`config.mk`:
```
export PLATFORM = sky130hd
export DESIGN_NAME = ram_responder
export DESIGN_NICKNAME = d
export VERILOG_FILES = /design/src/rtl/ram_responder_pkg.sv /design/src/rtl/ram_array.sv /design/src/rtl/ram_responder.sv
export SDC_FILE = /design/constraint.sdc
export NUM_CORES = 2
export LEC_CHECK = 0
export ABC_AREA = 1
export BUFFER_PORTS_ARGS = -buffer_cell sky130_fd_sc_hd__buf_4
export CAP_MARGIN = 25
export CORE_MARGIN = 4
export CORE_UTILIZATION = 35
export CTS_BUF_LIST = sky130_fd_sc_hd__clkbuf_8
export DETAILED_ROUTE_END_ITERATION = 7
export GPL_ROUTABILITY_DRIVEN = 0
export HOLD_SLACK_MARGIN = 0.1
export PLACE_DENSITY_LB_ADDON = 0.08
export SLEW_MARGIN = 40
export SYNTH_ARGS = -nofsm -noshare
export SYNTH_HDL_FRONTEND = slang
export SYNTH_HIERARCHICAL = 1
export SYNTH_SLANG_ARGS = --single-unit
export TNS_END_PERCENT = 20
```
`constraint.sdc`:
```
create_clock -name i_clk -period 2.8 [get_ports i_clk]
set_clock_uncertainty 0.15 [all_clocks]
set_input_delay 0.28 -clock i_clk [delete_from_list [all_inputs] [get_ports i_clk]]
set_output_delay 0.28 -clock i_clk [all_outputs]
set_load 0.02 [all_outputs]
```
`src/rtl/ram_responder_pkg.sv`:
```
// Shared types and constants for the RAM responder (memory end of the hello/ack bus).
// Latency: n/a (package only).
// Backpressure: n/a (package only).
package ram_responder_pkg;

  localparam int RAM_ADDRSIZE = 8;
  localparam int RAM_DATASIZE = 8;

  typedef enum logic [1:0] {
    RAM_ST_IDLE = 2'd0,
    RAM_ST_WAIT = 2'd1,
    RAM_ST_ACK  = 2'd2
  } ram_state_e;

  // Wait-state counter width; a zero-latency build still gets a 1-bit counter.
  function automatic int cnt_width(input int lat);
    return (lat > 0) ? $clog2(lat + 1) : 1;
  endfunction

endpackage

```
`src/rtl/ram_array.sv`:
```
// Single-port synchronous RAM, read-first, registered read data, no reset on storage.
// Latency: 1 cycle from enabled access to o_dout.
// Backpressure: none; every enabled cycle performs an access.
// Ports: i_clk, i_en (access strobe), i_we (write on access), i_addr, i_wdata, o_dout.
module ram_array
  import ram_responder_pkg::*;
#(
  parameter int ADDR_W = RAM_ADDRSIZE,
  parameter int DATA_W = RAM_DATASIZE
) (
  input  logic              i_clk,
  input  logic              i_en,
  input  logic              i_we,
  input  logic [ADDR_W-1:0] i_addr,
  input  logic [DATA_W-1:0] i_wdata,
  output logic [DATA_W-1:0] o_dout
);

  logic [DATA_W-1:0] r_mem [2**ADDR_W];
  logic [DATA_W-1:0] r_dout;

  // Old contents are captured before the write lands (read-first).
  always_ff @(posedge i_clk) begin
    if (i_en) begin
      r_dout <= r_mem[i_addr];
      if (i_we) begin
        r_mem[i_addr] <= i_wdata;
      end
    end
  end

  assign o_dout = r_dout;

endmodule

```
`src/rtl/ram_responder.sv`:
```
// Memory-side responder of the hello/ack bus: accepts on hello, acks after LATENCY wait states.
// Latency: ack 1+LATENCY cycles after acceptance; one request per 2+LATENCY cycles.
// Backpressure: initiator holds hello until ack; dropping it early aborts and sets sticky o_proto_err.
// Ports: i_clk, i_rst (async, active-low), i_hello/i_addr/i_we/i_wdata request,
//        o_ack/o_rdata completion, o_busy (request in flight), o_proto_err (sticky abort flag).
module ram_responder
  import ram_responder_pkg::*;
#(
  parameter int ADDR_W  = RAM_ADDRSIZE,
  parameter int DATA_W  = RAM_DATASIZE,
  parameter int LATENCY = 0
) (
  input  logic              i_clk,
  input  logic              i_rst,
  input  logic              i_hello,
  input  logic [ADDR_W-1:0] i_addr,
  input  logic              i_we,
  input  logic [DATA_W-1:0] i_wdata,
  output logic              o_ack,
  output logic [DATA_W-1:0] o_rdata,
  output logic              o_busy,
  output logic              o_proto_err
);

  localparam int CNT_W = cnt_width(LATENCY);

  ram_state_e       r_state;
  ram_state_e       w_state_nxt;
  logic [CNT_W-1:0] r_cnt;
  logic [CNT_W-1:0] w_cnt_nxt;
  logic             r_proto_err;
  logic             w_perr_set;
  logic             w_accept;
  logic [DATA_W-1:0] w_dout;

  // The array registers address/data and commits the write at the acceptance
  // edge, so no separate request latch is needed. Gating with i_rst keeps a
  // hello seen during reset from touching the store.
  assign w_accept = (r_state == RAM_ST_IDLE) && i_hello && i_rst;

  ram_array #(
    .ADDR_W (ADDR_W),
    .DATA_W (DATA_W)
  ) u_ram_array (
    .i_clk   (i_clk),
    .i_en    (w_accept),
    .i_we    (i_we),
    .i_addr  (i_addr),
    .i_wdata (i_wdata),
    .o_dout  (w_dout)
  );

  always_ff @(posedge i_clk or negedge i_rst) begin
    if (!i_rst) begin
      r_state     <= RAM_ST_IDLE;
      r_cnt       <= '0;
      r_proto_err <= 1'b0;
    end else begin
      r_state     <= w_state_nxt;
      r_cnt       <= w_cnt_nxt;
      r_proto_err <= r_proto_err | w_perr_set;
    end
  end

  always_comb begin
    w_state_nxt = r_state;
    w_cnt_nxt   = r_cnt;
    w_perr_set  = 1'b0;
    case (r_state)
      RAM_ST_IDLE: begin
        if (i_hello) begin
          w_cnt_nxt   = CNT_W'(LATENCY);
          w_state_nxt = (LATENCY > 0) ? RAM_ST_WAIT : RAM_ST_ACK;
        end
      end
      RAM_ST_WAIT: begin
        w_cnt_nxt = r_cnt - CNT_W'(1);
        // An early hello drop wins even on the final wait edge: no ack is owed.
        if (!i_hello) begin
          w_state_nxt = RAM_ST_IDLE;
          w_perr_set  = 1'b1;
        end else if (r_cnt == CNT_W'(1)) begin
          w_state_nxt = RAM_ST_ACK;
        end
      end
      RAM_ST_ACK: begin
        // Always return to IDLE so a held hello is seen as a fresh request.
        w_state_nxt = RAM_ST_IDLE;
      end
      default: begin
        w_state_nxt = RAM_ST_IDLE;
      end
    endcase
  end

  assign o_ack       = (r_state == RAM_ST_ACK);
  assign o_busy      = (r_state == RAM_ST_WAIT) || (r_state == RAM_ST_ACK);
  assign o_rdata     = o_ack ? w_dout : '0;
  assign o_proto_err = r_proto_err;

endmodule
```
==> results.txt <==
* Most frequent cells in the layout: 4102 x nand2_1, 2056 x edfxtp_1, 560 x nand3_1
- GRT overflow: 0
- Headroom to the max-slew limit came out at 0.467.
* Pin count of the biggest net entering global routing: 80
* Number of different library cells in the post-synthesis netlist: 19
- Setup repair after global routing could not meet its margin everywhere.
- Endpoint arrival time on the critical path: 3220 ps
- The detail route stage leaves a number of antenna-violating nets equal to 0.
* Leading area contributor after synthesis: edfxtp_1
- The initial antenna violation count is 12.
- Met1 usage: 0.298
- Dividing total power by cell area gives a power density of ~630 nW/µm².
- Number of nets at the end of the flow: 8483
- Pins over their slew limit: 0
- Number of CTS-inserted buffers: 381
* Detailed-route vias per instance: 4.91
* Final routed DRC violation total: 0
* Detailed placement HPWL: 164000 µm
- The startpoint identified for the worst hold timing path is i_wdata[6].
- Relative to the synthesized area, the layout overhead comes to 18.7%.
- Area of the core: 241000 µm²
* Result of the run: finished clean
- Routed length per instance: ~23 µm
* Synth Register Bits: slightly above 2k
* Fmax: 371 MHz
- Total cell area at the placement stage: 93700 µm²
- Number of buffers added on ports: 29
- Boundary pin count: 31
- VDD sags by at most 0.000431 V.
- The cell count after synthesis came out at around 8k.
- Overall die area: 250000 µm²
- Crit Path Class: in -> reg
- The number of nets in the synthesized netlist is between 7k and 8k.
* Final setup violating endpoints: 0
* Total track usage: 0.214
- Final Hold Fails: 0
- Required @ worst endpoint: 3320 ps
* Maximum fanout encountered on the critical timing path: 10
- Setup bufs post-CTS: 0
* Length of the first detailed-routing pass in iterations: 6
- Average cell area after synthesis: ~11 µm²
- Number of sinks on the clock net: 2057
- Traced cell by cell, the critical path runs through dlygate4sd3_1, buf_4, dlygate4sd3_1, inv_1, nor2_2, buf_12, nand2_1, inv_1, nand4_1, buf_4, nor2_1, buf_4.
* Fill cell total of the finished layout: 23.3k
* CP Launch Type: primary input
- Max-cap viol count: 0
* Final cycle utilization of the critical path: 0.962
- In this run the cell area of the synthesized design comes to between 80000 and 90000 µm².
* Clock H-tree levels: 5
- The die is 500 µm tall.
- Clock latency on the worst-skew pair, taken at its later pin, is 1070 ps.
- At the placement stage, the worst setup path has a slack of -186 ps.
* Fraction of final layout cells sized beyond drive strength 1: 0.134
* Std cell rows: between 150 and 200
- Total number of yosys warnings: 6
* Met2 usage in global routing: 0.345
- The clock passes through at most 4 buffers.
- Of the synthesized area, sequential elements account for 0.728.
- Setup slack closes at 106 ps.
* DRT Wirelength: between 200000 and 300000 µm
* Total power after layout: 63.5 mW
- Number of global-route vias before repair: 58.2k
- By area the synthesized netlist is led by edfxtp_1 73%, nand2_1 18%, nand3_1 3.3%, nor2_1 1.5%, clkbuf_1 1.1%.
- After routing the design area is about 100000 µm².
* Reg-to-reg startpoint: r_state[1]
* Share of the synthesized area in the top cell type: 0.727
- Iter 0 DRT Violations: between 5k and 6k
* Worst setup startpoint: i_rst
- For this configuration, the core starts out at a cell density of 0.352.
* Class of the most critical hold timing path: in -> reg
* Met3 usage in global routing: 0.0330
- Worst-path clk slew: 60 ps
* Transition time of the tightest slew-check pin: about 800 ps
- Leading cell type in the layout, fill and taps excluded: nand2_1
- Most congested layer reported by global routing: met2
- Final design utilization: 0.418
- The largest individual stage delay along the critical path comes from the cell dlygate4sd3_1.
* Number of vias after detailed routing: 58.5k
- In this design, the stage delay of the slowest critical-path cell is 570 ps.
* Clk root buf: clkbuf_8
- For this design the static power due to leakage is 40.0 nW.
* Element type at the critical path end: register
* Clock period minus worst slack: 2690 ps
- TritonCTS built the clock tree.
- Measured along the x axis, the die boundary spans 500 µm.
* Cell mode on critical path: buf_4
- Wire length of the first global-routing pass: between 300000 and 400000 µm
synthesized netlist by cell type:
| master | number |
|---|---|
| nor2_2 | 2 |
| inv_2 | 3 |
| dfrtp_1 | 1 |
| inv_1 | 20 |
| nand2_2 | 1 |
| nor3_2 | 2 |
| buf_4 | 3 |
| buf_1 | 39 |
| clkinv_1 | 2 |
| nand4_1 | 132 |
| edfxtp_1 | 2056 |
| buf_6 | 4 |
| nand3_1 | 564 |
| o21ai_1 | 128 |
| conb_1 | 1 |
| buf_2 | 164 |
| clkbuf_1 | 249 |
| nand2_1 | 4110 |
| nor2_1 | 343 |
worst paths after layout:
path | cells after the start | end | slack (ps)
max in group asynchronous | 4 | r_state[1] | 1880
worst max register to register | 10 | u_ram_array/r_mem[68][7] | 110
worst min-delay path | 3 | u_ram_array/r_mem[121][6] | 220
min in group asynchronous | 4 | r_state[1] | 510
worst max-delay path | 12 | u_ram_array/r_mem[68][7] | 110
worst min register to register | 3 | r_state[1] | 370
power by group:
part | leakage (nW) | internal (mW) | switching (mW)
Combinational | 17.7 | 1.23 | 3.11
Clock | 3.81 | 12.8 | 12.4
Sequential | 18.5 | 33.9 | 0.0170
Total | 40.0 | 48.0 | 15.5
registers in the layout (all words and copies together), names as in the netlist:
register and flops:
u_ram_array/r_mem 2048, u_ram_array/o_dout 8, r_state 1
cells by family after synthesis:
| logic type | after synthesis | share of synthesized area |
|---|---|---|
| DFF | 2057 | 0.728 |
| and+or+nand+nor | 5154 | 0.240 |
| AOI/OAI and AO/OA | 128 | 0.00755 |
| buffers and inverters | 484 | 0.0243 |
| other | 1 | 0.0000442 |
worst max-delay path: cells and delay by family:
kind	cells	cell delay, ps
AND/OR/NAND/NOR	4	640
buffers and inverters	8	2250
repair_timing:
action | 4_1_cts | 5_1_grt
hold buffers | 38 | 0
gates resized for setup | 7 | 10
endpoints found under the hold margin | 2414 | 0
endpoints found under the setup margin | 37 | 75
metal layers:
layer | routed length (µm) | vias to the layer above | share of wire
met2 | 127000 | 1604 | 0.47
met1 | 122000 | 28800 | 0.45
met3 | 14400 | 438 | 0.053
met4 | 7870 | 0 | 0.029
li1 | - | 27700 | -
met5 | 0 | - | 0
stage by stage:
stage          hold WS (ps)  setup TNS [ps]  cells
6_report                215               0  11900
3_5_place_dp          -87.5           -3670  11200
2_1_floorplan          -166               0   7824
3_3_place_gp          -88.4           -4040  11200
5_1_grt                 149            -643  11900
4_1_cts                 123               0  11900
cell type report:
class / count / area, µm² / share of cell area
clock inverter: 257 / 1110 / 0.0110
multi-input combinational: 5283 / 21200 / 0.211
clock buffer: 386 / 5310 / 0.0528
timing repair buffer: 715 / 7190 / 0.0714
tap: 3185 / 3990 / 0.0396
inverter: 25 / 119 / 0.00118
antenna: 6 / 15.0 / 0.000149
sequential: 2057 / 61800 / 0.613
(Power assumes the default switching activity.)
